--- src/rtl/timer_rearm_ctrl_if.sv ---
// Signal bundle between the terminal-count timer / host logic and timer_rearm_ctrl.
// master = timer and host side, slave = the controller.
interface timer_rearm_ctrl_if #(
  parameter int CNT_W = 8
);
  logic             enable;
  logic             done_in;
  logic             ack;
  logic             clr_cnt;
  logic             restart;
  logic             irq;
  logic [CNT_W-1:0] evt_count;
  logic             ovf;
  logic             busy;

  modport master (
    output enable, done_in, ack, clr_cnt,
    input  restart, irq, evt_count, ovf, busy
  );

  modport slave (
    input  enable, done_in, ack, clr_cnt,
    output restart, irq, evt_count, ovf, busy
  );
endinterface

--- src/rtl/timer_rearm_ctrl.sv ---
// Detects terminal-count events from the upstream timer, raises a held irq,
// counts events and drives the restart pulse that re-arms the timer.
//
// state   | meaning
// IDLE    | controller disabled, timer left alone
// RESTART | restart pulse high, rst_cnt counting down the pulse length
// ARMED   | waiting for a fresh 0->1 transition on done_in
// FIRED   | one-cycle event stage after a detected rise
// HOLD    | waiting for host ack before re-arming (AUTO_REARM=0 only)
module timer_rearm_ctrl #(
  parameter int CNT_W      = 8,
  parameter int RST_LEN    = 2,
  parameter int AUTO_REARM = 1
) (
  input logic               clk,
  input logic               rst_n,
  timer_rearm_ctrl_if.slave bus
);

  localparam logic [3:0] S_IDLE    = 4'd0;
  localparam logic [3:0] S_RESTART = 4'd1;
  localparam logic [3:0] S_ARMED   = 4'd2;
  localparam logic [3:0] S_FIRED   = 4'd3;
  localparam logic [3:0] S_HOLD    = 4'd4;

  localparam logic [3:0] RST_LEN_C = 4'(RST_LEN);

  logic [3:0]       state_q, state_d;
  logic [3:0]       rst_cnt_q, rst_cnt_d;
  logic             done_d;
  logic             rise;
  logic             evt;

  logic             restart_q, restart_d;
  logic             irq_q, irq_d;
  logic [CNT_W-1:0] cnt_q, cnt_d;
  logic             ovf_q, ovf_d;
  logic             busy_q, busy_d;

  assign rise = bus.done_in & ~done_d;

  always_ff @(posedge clk or negedge rst_n) begin
    if (!rst_n) begin
      state_q   <= S_IDLE;
      rst_cnt_q <= 4'd0;
      done_d    <= 1'b0;
      restart_q <= 1'b0;
      irq_q     <= 1'b0;
      cnt_q     <= '0;
      ovf_q     <= 1'b0;
      busy_q    <= 1'b0;
    end else begin
      state_q   <= state_d;
      rst_cnt_q <= rst_cnt_d;
      done_d    <= bus.done_in;
      restart_q <= restart_d;
      irq_q     <= irq_d;
      cnt_q     <= cnt_d;
      ovf_q     <= ovf_d;
      busy_q    <= busy_d;
    end
  end

  // Dropping enable wins over every transition, including a rise seen in ARMED.
  always_comb begin
    state_d   = state_q;
    rst_cnt_d = rst_cnt_q;
    if (!bus.enable) begin
      state_d   = S_IDLE;
      rst_cnt_d = 4'd0;
    end else begin
      case (state_q)
        S_IDLE: begin
          state_d   = S_RESTART;
          rst_cnt_d = RST_LEN_C;
        end
        S_RESTART: begin
          if (rst_cnt_q <= 4'd1) begin
            state_d   = S_ARMED;
            rst_cnt_d = 4'd0;
          end else begin
            rst_cnt_d = rst_cnt_q - 4'd1;
          end
        end
        S_ARMED: begin
          if (rise) state_d = S_FIRED;
        end
        S_FIRED: begin
          if (AUTO_REARM != 0) begin
            state_d   = S_RESTART;
            rst_cnt_d = RST_LEN_C;
          end else begin
            state_d = S_HOLD;
          end
        end
        S_HOLD: begin
          if (bus.ack) begin
            state_d   = S_RESTART;
            rst_cnt_d = RST_LEN_C;
          end
        end
        default: begin
          state_d   = S_IDLE;
          rst_cnt_d = 4'd0;
        end
      endcase
    end
  end

  // Event bookkeeping: a new event beats a same-cycle ack or clear.
  always_comb begin
    evt       = bus.enable && (state_q == S_ARMED) && rise;
    restart_d = (state_d == S_RESTART);
    busy_d    = (state_d != S_IDLE);

    irq_d = irq_q;
    if (bus.ack) irq_d = 1'b0;
    if (evt)     irq_d = 1'b1;

    cnt_d = cnt_q;
    ovf_d = ovf_q;
    if (evt) begin
      if (bus.clr_cnt) begin
        cnt_d = {{(CNT_W-1){1'b0}}, 1'b1};
        ovf_d = 1'b0;
      end else if (&cnt_q) begin
        ovf_d = 1'b1;
      end else begin
        cnt_d = cnt_q + 1'b1;
      end
    end else if (bus.clr_cnt) begin
      cnt_d = '0;
      ovf_d = 1'b0;
    end
  end

  assign bus.restart   = restart_q;
  assign bus.irq       = irq_q;
  assign bus.evt_count = cnt_q;
  assign bus.ovf       = ovf_q;
  assign bus.busy      = busy_q;

endmodule

--- src/flat_wrapper.sv ---
// flat-port wrapper written by rule: the top's interface ports become plain ports
module timer_rearm_ctrl_flat 
#(
  parameter int CNT_W      = 8,
  parameter int RST_LEN    = 2,
  parameter int AUTO_REARM = 1
)
  (clk, rst_n, bus_enable, bus_done_in, bus_ack, bus_clr_cnt, bus_restart, bus_irq, bus_evt_count, bus_ovf, bus_busy);
  timer_rearm_ctrl_if #(.CNT_W(CNT_W)) bus_i ();
  input logic clk;
  input logic rst_n;
  input wire logic [$bits(bus_i.enable)-1:0] bus_enable;
  input wire logic [$bits(bus_i.done_in)-1:0] bus_done_in;
  input wire logic [$bits(bus_i.ack)-1:0] bus_ack;
  input wire logic [$bits(bus_i.clr_cnt)-1:0] bus_clr_cnt;
  output wire logic [$bits(bus_i.restart)-1:0] bus_restart;
  output wire logic [$bits(bus_i.irq)-1:0] bus_irq;
  output wire logic [$bits(bus_i.evt_count)-1:0] bus_evt_count;
  output wire logic [$bits(bus_i.ovf)-1:0] bus_ovf;
  output wire logic [$bits(bus_i.busy)-1:0] bus_busy;
  assign bus_i.enable = bus_enable;
  assign bus_i.done_in = bus_done_in;
  assign bus_i.ack = bus_ack;
  assign bus_i.clr_cnt = bus_clr_cnt;
  assign bus_restart = bus_i.restart;
  assign bus_irq = bus_i.irq;
  assign bus_evt_count = bus_i.evt_count;
  assign bus_ovf = bus_i.ovf;
  assign bus_busy = bus_i.busy;
  timer_rearm_ctrl #(.CNT_W(CNT_W), .RST_LEN(RST_LEN), .AUTO_REARM(AUTO_REARM)) u_core (.clk(clk), .rst_n(rst_n), .bus(bus_i));
endmodule
--- config.mk ---
export PLATFORM = sky130hd
export DESIGN_NAME = timer_rearm_ctrl_flat
export DESIGN_NICKNAME = d
export VERILOG_FILES = /design/src/rtl/timer_rearm_ctrl_if.sv /design/src/rtl/timer_rearm_ctrl.sv /design/src/flat_wrapper.sv
export SDC_FILE = /design/constraint.sdc
export NUM_CORES = 1
export LEC_CHECK = 0
export BUFFER_PORTS_ARGS = -buffer_cell sky130_fd_sc_hd__buf_2
export CAP_MARGIN = 40
export CORE_MARGIN = 8
export CORE_UTILIZATION = 40
export CTS_CLUSTER_SIZE = 14
export DETAILED_ROUTE_END_ITERATION = 8
export GPL_TIMING_DRIVEN = 0
export HOLD_SLACK_MARGIN = 0.02
export PLACE_DENSITY_LB_ADDON = 0.05
export SLEW_MARGIN = 20
export SYNTH_ARGS = -nofsm -noshare
export SYNTH_HDL_FRONTEND = slang
export SYNTH_SLANG_ARGS = --single-unit
--- constraint.sdc ---
create_clock -name clk -period 4 [get_ports clk]
set_input_delay 0.4 -clock clk [delete_from_list [all_inputs] [get_ports clk]]
set_output_delay 0.4 -clock clk [all_outputs]
set_load 0.1 [all_outputs]
Word level (Yosys, flattened, before mapping):

Cells that the tools add are included.

* register bits: 21
* bits of input ports: 6
* output and inout bits: 12
* word-level logic and storage cells: 52

* add/sub/neg operators: 2
* order comparisons: 1
* eq/ne operators: 8
* mux-type cells: 19
* bitwise gates (word level): 2
* reduce and logical (&&, ||, !) cells: 12

Operator list (count)
* 8-bit two-way mux: 4
* 4-bit one-hot mux with 4 select lines: 2
* 4-bit two-way mux: 7
* 8-bit by 1-bit adder with 8-bit output (second input constant): 1
* 4-bit by 1-bit equality test with 1-bit output (second input constant): 2
* 4-bit by 2-bit equality test with 1-bit output (second input constant): 2
* 8-bit AND reduction: 1
* 1-bit two-way mux: 6
* 2-bit AND reduction: 3
* 2-bit nonzero test: 3
* 4-bit by 3-bit equality test with 1-bit output (second input constant): 1
* 4-bit by 1-bit less-or-equal comparator with 1-bit output (second input constant): 1
* 4-bit zero test: 1
* 2-bit != test (second input constant): 2
* 4-bit nonzero test: 1
* 4-bit by 1-bit subtractor with 4-bit output (second input constant): 1
* 3-bit != test (second input constant): 1
* 1-bit logical AND: 2
* 2-bit OR reduction: 1
* 1-bit bitwise AND: 1
* 1-bit NOT: 1

Logic depth before layout (Yosys ltp):

Gate-level depths: netlist of run 1.

* word-level depth: 6
* gate-level depth with buffers: 6
* mapped depth without buffers: 6

Worst setup path before layout of run 1:

No wires, ideal clock.

* path type: reg2reg
* from: register u_core.cnt_q[2] (netlist: u_core.bus.evt_count[2])
* to: register u_core.cnt_q[6] (netlist: u_core.bus.evt_count[6])
* library setup time: 0.122 ns
* arrival time: 2.372 ns
* data required time: 3.878 ns
* setup slack: 1.507 ns
* stages on the path, launching flop included: 6
* buffers on the path: 1
* period minus slack after synthesis: 2.493 ns
* path through: dfrtp_1 -> nand3_1 -> or4b_1 -> buf_2 -> or4b_1 -> o211a_1

* cells in the longest elaborated chain, start to end: 4
* elaborated cells on any way between the ends: 7
* classes of those cells: 1 x add/sub; 1 x eq/ne; 3 x mux; 2 x reduce/logical

Ends and longest elaborated chain
* start, declared: RTL line timer_rearm_ctrl.sv:36 `logic [CNT_W-1:0] cnt_q, cnt_d;`
* start signal, assigned: RTL line timer_rearm_ctrl.sv:58 `cnt_q <= cnt_d;`
* 8-bit by 1-bit adder with 8-bit output: RTL line timer_rearm_ctrl.sv:129 `cnt_d = cnt_q + 1'b1;`
* 8-bit two-way mux: RTL line timer_rearm_ctrl.sv:126 `end else if (&cnt_q) begin`
* 8-bit two-way mux: RTL line timer_rearm_ctrl.sv:123 `if (bus.clr_cnt) begin`
* 8-bit two-way mux: RTL line timer_rearm_ctrl.sv:122 `if (evt) begin`

Several ways; a longest one is shown, not always the timed one. The select of a mux whose other input is x is not followed.
A chain may end at the register's enable or synchronous reset.

Worst setup path after layout of run 1:

* from: register u_core.state_q[2]
* to: register u_core.cnt_q[6] (netlist: u_core.bus.evt_count[6])

* cells in the longest elaborated chain, start to end: 5
* elaborated cells on any way between the ends: 6
* classes of those cells: 1 x eq/ne; 1 x mux; 4 x reduce/logical

Ends and longest elaborated chain
* start, declared: RTL line timer_rearm_ctrl.sv:28 `logic [3:0] state_q, state_d;`
* start signal, assigned: RTL line timer_rearm_ctrl.sv:53 `state_q <= state_d;`
* 4-bit by 2-bit equality test with 1-bit output (*): RTL line timer_rearm_ctrl.sv:112 `evt = bus.enable && (state_q == S_ARMED) && rise;`
* 1-bit logical AND (*) (2 in a row): RTL line timer_rearm_ctrl.sv:112
* 2-bit nonzero test (no line)
* 2-bit AND reduction (no line)

Mark *: on every way between the ends. The rest lies on a longest branch, timed or not.

==> metrics.csv, run 1 <==
stage,metric,value,unit
outcome,status,"complete, no violations",
critical_path,Crit. End Element,flip-flop,
detailed_routing,routed wire length,2181,um
sta,setup ws final,1802,ps
synthesis,predominant post-synthesis flop cell,dfrtp_1,
critical_path,Reg-to-Reg End,u_core.bus.evt_count[6],
synthesis,register bit total from synthesis,21,
clocking,root buffer cell,clkbuf_4,
sta,Setup TNS,0,ps
flow_run,max cap viols,0,
placement,dpl ws,1837,ps
pwr,Pwr Density,293.1,nW/um^2
critical_path,R2R Setup Slk,1800,ps
clocking,post-CTS setup buffer count,0,
final_layout,most frequent cells in the layout,"dfrtp_1, buf_2, nor2_1, o21ai_0, a21oi_1",
critical_path,startpoint types,flip-flop,
global_routing,initial antenna violation count,0,
critical_path,r2r worst-path depth,5,
die,row count,18,
die,core area,2500,um^2
clocking,post-cts resize count,0,
final_layout,# diodes,0,
synthesis,sequential fraction of the synthesis area,49.41,%
detailed_routing,DR vias/cell,5.365,
detailed_routing,DR WL/cell,13.98,um
clocking,clock buffer depth,2,
placement,hpwl dp,1634,um
synthesis,Synthesis Warnings,0,
detailed_routing,via count,837,
hold_path,Hold Crit Class,in2async,
critical_path,CP Data Arrival Time,2400,ps
pwr,power share of the combinational group,9.2,%
clocking,H-tree Lvls,1,
clocking,TritonCTS Buffers,3,
global_routing,Tot GR Track Use,10.16,%
synthesis,Post-Syn Area,1064,um^2
pwr,Power Total,0.3554,mW
sta,Final setup viols,0,
placement,Buffers on Ports,16,
pwr,part of the power in registers,61.7,%
pwr,clock power share,29.1,%
final_layout,net count reported at finish,136,
detailed_routing,"antenna viol nets, final",0,
synthesis,"area leader, netlist",dfrtp_1,
synthesis,syn nets,114,
clocking,Post-CTS Hold Buffers,0,
pwr,Worst IR Drop VDD,0.0001750,V
sta,RSZ-0062 raised after global routing,no,
clocking,Worst-Skew Late Latency,300,ps
global_routing,first-pass GRT wire length,3657,um
final_layout,"commonest non-fill, non-tap cell in the layout",dfrtp_1,
final_layout,Area Overhead vs Synth,14.00,%
final_layout,design area,1212,um^2
sta,Rel. slew slack,59.53,%
synthesis,post-synth top area share,49.41,%
synthesis,Yosys cell types,40,
clocking,clk slew on worst S/H paths,120,ps
critical_path,kind of critical path,reg2reg,
clocking,TritonCTS clock tree,done,
sta,Setup Skew,3.964,ps
synthesis,synth top area cells,"dfrtp_1, o21ai_0, ha_1",
clocking,Clock Sinks,21,
die,die width,67.57,um
detailed_routing,DRT Pass-1 Iters,4,
global_routing,vias in the first global route,808,
critical_path,Worst EP required,4210,ps
sta,Slew Limit Fails,0,
critical_path,Critical R2R Launch,u_core.state_q[2],
pwr,P_int,0.2628,mW
die,DIE HEIGHT,67.57,um
detailed_routing,# DRC,0,
pwr,switching power,0.09265,mW
critical_path,CP max FO,8,
pwr,leakage power,0.5758,nW
sta,Fmax,455.0,MHz
die,IO Count,18,
detailed_routing,initial DRC count,28,
synthesis,"EDFF count, synth",0,
sta,post-route minimum period,2198,ps
sta,actual slew at the worst max-slew pin,604.4,ps
synthesis,asr flop ratio synth,100.0,%
placement,Post-DP Area,1185,um^2
sta,"Hold Vio Cnt, Final",0,
synthesis,Cells after Synth,105,
sta,ratio of final minimum period to clock period,54.94,%
placement,routability cong.,0.7792,
global_routing,largest net degree at the start of global routing,22,
final_layout,layout cells sized above 1,21.43,%
pwr,switching part of the total,26.07,%
die,Initial Util,42.54,%
synthesis,Mean Syn Cell Area,10.13,um^2
die,full die area,4565,um^2
global_routing,GRT Residual Overflow,0,
## worst max-delay path: stages, from the launching register on
cell      delay, ps
dfrtp_1         480
and4bb_1        360
or4b_1          450
buf_2           170
or4b_1          510
o211a_1         140
## how the worst max path moves through the flow
stage | endpoint | from | cells past startpoint | slack [ps]
final | u_core.bus.evt_count[6] | u_core.state_q[2] | 5 | 1800
after global placement | u_core.bus.evt_count[7] | u_core.state_q[2] | 5 | 1810
after detailed placement | u_core.bus.evt_count[6] | u_core.state_q[2] | 5 | 1840
after floorplan | u_core.bus.evt_count[6] | u_core.bus.evt_count[2] | 5 | 1510
after CTS | u_core.bus.evt_count[6] | u_core.state_q[2] | 5 | 1810
after global routing | u_core.bus.evt_count[6] | u_core.state_q[2] | 5 | 1750
## cells in the mapped netlist (2+ instances only)
library cell and count:
o211ai_1 3, nand2_1 4, nand2b_1 3, o31ai_1 2, or4_1 2, nand3_1 5, a21oi_1 6, dfrtp_1 21
inv_1 5, mux2i_1 2, or3_1 3, ha_1 3, nor3b_1 4, or4b_1 2, nor2_1 8, o21ai_0 8
## power by group through the flow
stage                     sequential, mW  combinational (mW)  clock, mW
after global placement             0.223              0.0328          0
after global routing               0.220              0.0368      0.116
after detailed placement           0.223              0.0332          0
after floorplan                    0.231              0.0131          0
after CTS                          0.219              0.0334      0.109
final                              0.219              0.0327      0.103
## layer usage
metal,wire length [um],part of all wire [%],GRT usage (%)
met4,10,0.46,3.916
met5,0,0,0
met1,1140,52,13.95
met2,923,42,15.03
met3,107,4.9,2.318
## metrics by stage
stage | util, % | std cells | hold slack, ps
finish | 48.50 | 156 | 34.54
detailed placement | 47.40 | 152 | 387.0
CTS | 48.50 | 156 | 39.14
global route | 48.50 | 156 | 60.05
floorplan | - | 105 | 104.4
global placement | 47.25 | 151 | 384.3
## cell families after synthesis
logic type,synth area share (%)
and+or+nand+nor,25.53
AOI/OAI and AO/OA,16.71
DFF,49.41
buffers and inverters,2.588
adders and majority gates,3.530
muxes,1.882
other,0.3526
## final cells by class
class                      count  area [um^2]
buffer                         2        8.758
tap                           30        37.54
sequential                    21        525.5
clock buffer                   3        22.52
clock inverter                 1        5.005
multi-input combinational     77        510.5
timing repair buffer          17        83.83
fill                         232         1287
inverter                       5        18.77
## flip-flops by register name, summed over array words and instances (netlist names)
name	flops
u_core.rst_cnt_q	4
u_core.bus.irq	1
u_core.bus.restart	1
u_core.done_d	1
u_core.bus.ovf	1
u_core.state_q	4
u_core.bus.evt_count	8
u_core.bus.busy	1
Note: power is estimated with default switching activity, not from simulation.
==> inputs of run 2 (changes only) <==
==> constraint.sdc (replaced) <==
create_clock -name clk -period 2 [get_ports clk]
set_input_delay 0.2 -clock clk [delete_from_list [all_inputs] [get_ports clk]]
set_output_delay 0.2 -clock clk [all_outputs]
set_load 0.1 [all_outputs]
==> run 2 against run 1 <==
  * Combinational power rose by 130%
  * Die area did not move
  * Via count rose by 5.6%
  * Final cell count rose by 3.2%
  * Clock-buffer cell count did not move
  * Largest power group unchanged
==> metrics.csv, run 2 (same netlist as run 1, synthesis figures left out) <==
stage,metric,value,unit
global_routing,largest net degree at the start of global routing,22,
critical_path,Crit. End Element,flip-flop,
detailed_routing,DRT Pass-1 Iters,4,
critical_path,kind of critical path,reg2reg,
detailed_routing,DR WL/cell,13.94,um
final_layout,design area,1313,um^2
final_layout,layout cells sized above 1,35.88,%
hold_path,hold_sp,bus_ack,
final_layout,Area Overhead vs Synth,23.41,%
critical_path,Worst EP required,2200,ps
sta,Fmax,516.7,MHz
placement,hpwl dp,1630,um
critical_path,CP max FO,6,
sta,Final setup viols,0,
placement,Buffers on Ports,16,
sta,Setup Skew,5.226,ps
final_layout,# diodes,0,
placement,Post-DP Area,1207,um^2
sta,ratio of final minimum period to clock period,96.76,%
die,IO Count,18,
detailed_routing,DR vias/cell,5.491,
critical_path,CP Data Arrival Time,2140,ps
pwr,Worst IR Drop VDD,0.0003340,V
sta,Slew Limit Fails,0,
sta,RSZ-0062 raised after global routing,no,
clocking,Clock Sinks,21,
clocking,root buffer cell,clkbuf_4,
global_routing,Tot GR Track Use,10.73,%
global_routing,first-pass GRT wire length,3864,um
final_layout,Fill cells,231,
die,Initial Util,42.54,%
final_layout,net count reported at finish,141,
hold_path,Hold Crit Class,in2reg,
detailed_routing,"antenna viol nets, final",0,
final_layout,most frequent cells in the layout,"buf_2, dfrtp_1, nor2_1, o21ai_0, dfrtp_2",
sta,post-route minimum period,1935,ps
die,row count,18,
critical_path,Setup crit start,u_core.state_q[2],
die,DIE HEIGHT,67.57,um
global_routing,initial antenna violation count,0,
sta,actual slew at the worst max-slew pin,593.4,ps
clocking,clk slew on worst S/H paths,120,ps
clocking,TritonCTS clock tree,done,
final_layout,post-route insts no fill,161,
pwr,leakage power,0.5915,nW
clocking,TritonCTS Buffers,3,
clocking,Worst-Skew Late Latency,300,ps
die,full die area,4565,um^2
pwr,Pwr Density,547.8,nW/um^2
die,core area,2500,um^2
placement,cell count after placement,152,
clocking,clock buffer depth,2,
final_layout,max reg flops,8,
critical_path,startpoint types,flip-flop,
clocking,H-tree Lvls,1,
final_layout,"commonest non-fill, non-tap cell in the layout",buf_2,
detailed_routing,# DRC,0,
detailed_routing,initial DRC count,46,
sta,"Hold Vio Cnt, Final",0,
die,die width,67.57,um
detailed_routing,via count,884,
global_routing,vias in the first global route,855,
flow_run,max cap viols,0,
critical_path,Critical R2R Launch,u_core.state_q[2],
placement,routability cong.,0.7808,
outcome,status,"complete, no violations",
sta,Rel. slew slack,60.27,%
detailed_routing,routed wire length,2244,um
global_routing,GRT Residual Overflow,0,
run 2: cell count changes in the layout (fill, tap and decap cells not counted), moves of 2 or more:
| cell | before | now |
|---|---|---|
| dfrtp_1 | 21 | 11 |
| dfrtp_2 | 0 | 7 |
| buf_4 | 0 | 4 |
| dfrtp_4 | 0 | 3 |
| dlygate4sd3_1 | 0 | 2 |
run 2: cell type report:
class	instances	area [um^2]	share of cell area (%)
sequential	21	545.5	41.56
multi-input combinational	77	545.5	41.56
timing repair buffer	23	133.9	10.20
tap	30	37.54	2.860
clock buffer	3	22.52	1.716
inverter	5	18.77	1.430
clock inverter	1	5.005	0.3813
buffer	1	3.754	0.2860
run 2: critical path, stage by stage (launching register included):
cell	delay, ps
dfrtp_2	430
and4bb_1	280
or4b_4	520
or4b_1	490
o211a_1	120
run 2: final timing paths:
kind | to | slack, ps | cells past startpoint
max in group asynchronous | u_core.bus.evt_count[3] | 1280 | 2
hold reg to reg | u_core.bus.irq | 520 | 2
hold / removal | u_core.bus.irq | 110 | 2
setup reg to reg | u_core.bus.evt_count[6] | 60 | 4
setup / recovery | u_core.bus.evt_count[6] | 60 | 4
min in group asynchronous | u_core.bus.irq | 370 | 2
run 2: what timing repair did:
item	4_1_cts	5_1_grt
endpoints found under the setup margin	3	6
pin swaps	2	2
hold buffers	2	0
buffers inserted	4	0
gates resized for setup	6	4
endpoints found under the hold margin	22	0
run 2: per-stage QoR:
step           hold WS [ps]  power, mW  worst slack (ps)  utilization (%)  TNS (ps)
2_1_floorplan        -95.59     0.4893            -46.54                -    -46.54
3_3_place_gp          184.3     0.5124            -158.9            48.15    -519.8
3_5_place_dp          185.5     0.5130            -153.3            48.30    -347.8
4_1_cts               96.29     0.7265             4.895            52.20         0
5_1_grt               80.41     0.7558             13.46            52.50         0
6_report              106.0     0.7190             64.80            52.50         0
run 2: metal layers:
layer	wire (um)	share of wire [%]	global-route usage, %	vias up
li1	-	-	-	439
met2	978	44	15.86	18
met4	19	0.85	3.916	0
met5	0	0	0	-
met1	1119	50	14.70	425
met3	127	5.7	2.649	2
run 2: power by group:
| part | total [mW] | switching, mW | internal, mW | leakage, nW |
|---|---|---|---|---|
| combinational | 0.0746 | 0.0496 | 0.0251 | 0.306 |
| clock | 0.206 | 0.131 | 0.0744 | 0.0177 |
| sequential | 0.439 | 0.00655 | 0.432 | 0.268 |
==> inputs of run 3 (changes only) <==
--- a/config.mk
+++ b/config.mk
@@ -7,6 +7,7 @@
 export LEC_CHECK = 0
 export BUFFER_PORTS_ARGS = -buffer_cell sky130_fd_sc_hd__buf_2
 export CAP_MARGIN = 40
+export CORE_ASPECT_RATIO = 0.9
 export CORE_MARGIN = 8
 export CORE_UTILIZATION = 40
 export CTS_CLUSTER_SIZE = 14
==> run 3 against run 2 <==
  * Sequential cell count unchanged
  * Sequential share of layout area down 0.59 points
  * Clock-buffer cell count is the same
  * Maximum frequency decreased by 0.79%
  * Combinational power barely moved
  * Non-clock buffer count up 4
  * Hold slack lost 4.6 ps
  * Wire length grew 4.5%
==> metrics.csv, run 3 (same netlist as run 1, synthesis figures left out) <==
stage,metric,value,unit
outcome,status,"complete, no violations",
final_layout,most frequent cells in the layout,"buf_2, dfrtp_1, nor2_1, o21ai_0, buf_4",
critical_path,CP Data Arrival Time,2180,ps
final_layout,multi-input logic area,536.8,um^2
clocking,clk slew on worst S/H paths,110,ps
sta,actual slew at the worst max-slew pin,511.9,ps
clocking,Clock Sinks,21,
pwr,Worst IR Drop VDD,0.0005043,V
placement,Buffers on Ports,16,
sta,post-route minimum period,1951,ps
detailed_routing,# DRC,0,
final_layout,# diodes,0,
sta,Setup Skew,7.289,ps
detailed_routing,DRT Pass-1 Iters,4,
sta,Setup TNS,0,ps
placement,hpwl dp,1650,um
clocking,TritonCTS Buffers,3,
die,DIE HEIGHT,64.92,um
clocking,TritonCTS clock tree,done,
global_routing,initial antenna violation count,0,
detailed_routing,initial DRC count,18,
global_routing,first-pass GRT wire length,4250,um
final_layout,"commonest non-fill, non-tap cell in the layout",buf_2,
global_routing,vias in the first global route,946,
sta,Rel. slew slack,65.51,%
final_layout,net count reported at finish,145,
pwr,Pwr Density,539.8,nW/um^2
final_layout,Sequential cell area,545.5,um^2
sta,Final setup viols,0,
placement,routability cong.,0.7985,
detailed_routing,via count,915,
clocking,root buffer cell,clkbuf_4,
hold_path,Hold Crit Class,in2reg,
critical_path,Worst EP required,2230,ps
critical_path,Crit. End Element,flip-flop,
sta,ratio of final minimum period to clock period,97.53,%
critical_path,CP max FO,5,
sta,Slew Limit Fails,0,
die,full die area,4567,um^2
pwr,leakage power,0.6095,nW
sta,"Hold Vio Cnt, Final",0,
sta,Fmax,512.6,MHz
detailed_routing,"antenna viol nets, final",0,
critical_path,kind of critical path,reg2reg,
final_layout,layout cells sized above 1,36.30,%
flow_run,max cap viols,0,
clocking,Worst-Skew Late Latency,310,ps
detailed_routing,DR vias/cell,5.613,
detailed_routing,DR WL/cell,14.39,um
clocking,H-tree Lvls,1,
detailed_routing,routed wire length,2346,um
pwr,Power Total,0.7187,mW
die,Initial Util,42.74,%
final_layout,Area Overhead vs Synth,25.18,%
die,row count,17,
clocking,clock buffer depth,2,
global_routing,largest net degree at the start of global routing,22,
global_routing,Tot GR Track Use,11.17,%
final_layout,Fill cells,241,
die,core area,2489,um^2
global_routing,GRT Residual Overflow,0,
final_layout,max reg flops,8,
die,die width,70.35,um
die,IO Count,18,
critical_path,startpoint types,flip-flop,
## run 3: cell types whose count changed in the layout (fill, tap and decap cells not counted), sizes merged
cell,delta
buf,+4
## run 3: worst paths after layout
check / startpoint / slack [ps] / cells past startpoint / endpoint
hold reg to reg: u_core.bus.irq / 520 / 2 / u_core.bus.irq
setup reg to reg: u_core.state_q[2] / 50 / 4 / u_core.bus.evt_count[7]
max in group asynchronous: rst_n / 1290 / 2 / u_core.bus.evt_count[4]
min in group asynchronous: rst_n / 360 / 2 / u_core.bus.evt_count[3]
hold / removal: bus_ack / 100 / 2 / u_core.bus.irq
setup / recovery: u_core.state_q[2] / 50 / 4 / u_core.bus.evt_count[7]
## run 3: metrics by stage
stage / worst slack (ps) / std cells / utilization (%) / hold slack [ps] / area, um^2
floorplan: -46.54 / 105 / - / -95.59 / 1086
global placement: -128.2 / 149 / 48.27 / 181.8 / 1201
detailed placement: -146.4 / 150 / 48.42 / 188.0 / 1205
CTS: 2.472 / 161 / 52.64 / 93.01 / 1310
global route: -38.64 / 163 / 53.49 / 95.93 / 1331
finish: 49.32 / 163 / 53.49 / 101.4 / 1331
## run 3: cell type report
class                           instances  share of cell area (%)
Clock buffer                            3                   1.692
Multi-Input combinational cell         77                   40.32
Buffer                                  1                  0.2820
Inverter                                5                   1.410
Clock inverter                          1                  0.3759
Sequential cell                        21                   40.98
Timing Repair Buffer                   27                   12.31
Tap cell                               28                   2.632
## run 3: worst max-delay path, cell delays in order (launching register included)
cell,delay [ps]
dfrtp_2,440
and4bb_1,290
or4b_4,500
or4_1,480
a21oi_1,170
## run 3: report_power, final
part           leakage [nW]  switching (mW)  internal (mW)  total [mW]
registers             0.268         0.00577          0.432       0.438
logic                 0.324          0.0497         0.0251      0.0747
clock network        0.0177           0.131         0.0747       0.206
## run 3: what timing repair did
action,in CTS,in global routing
gates resized for setup,7,3
setup endpoints to repair,3,10
endpoints found under the hold margin,22,0
setup buffers,5,3
gates cloned,0,0
hold buffers,2,0
pin swaps,2,2
## run 3: layer usage
| layer | vias up | track usage (%) | wire length, um |
|---|---|---|---|
| li1 | 443 | - | - |
| met1 | 441 | 14.30 | 1085 |
| met2 | 29 | 16.95 | 1057 |
| met3 | 2 | 5.023 | 186 |
| met4 | 0 | 2.256 | 17 |
| met5 | - | 0 | 0 |
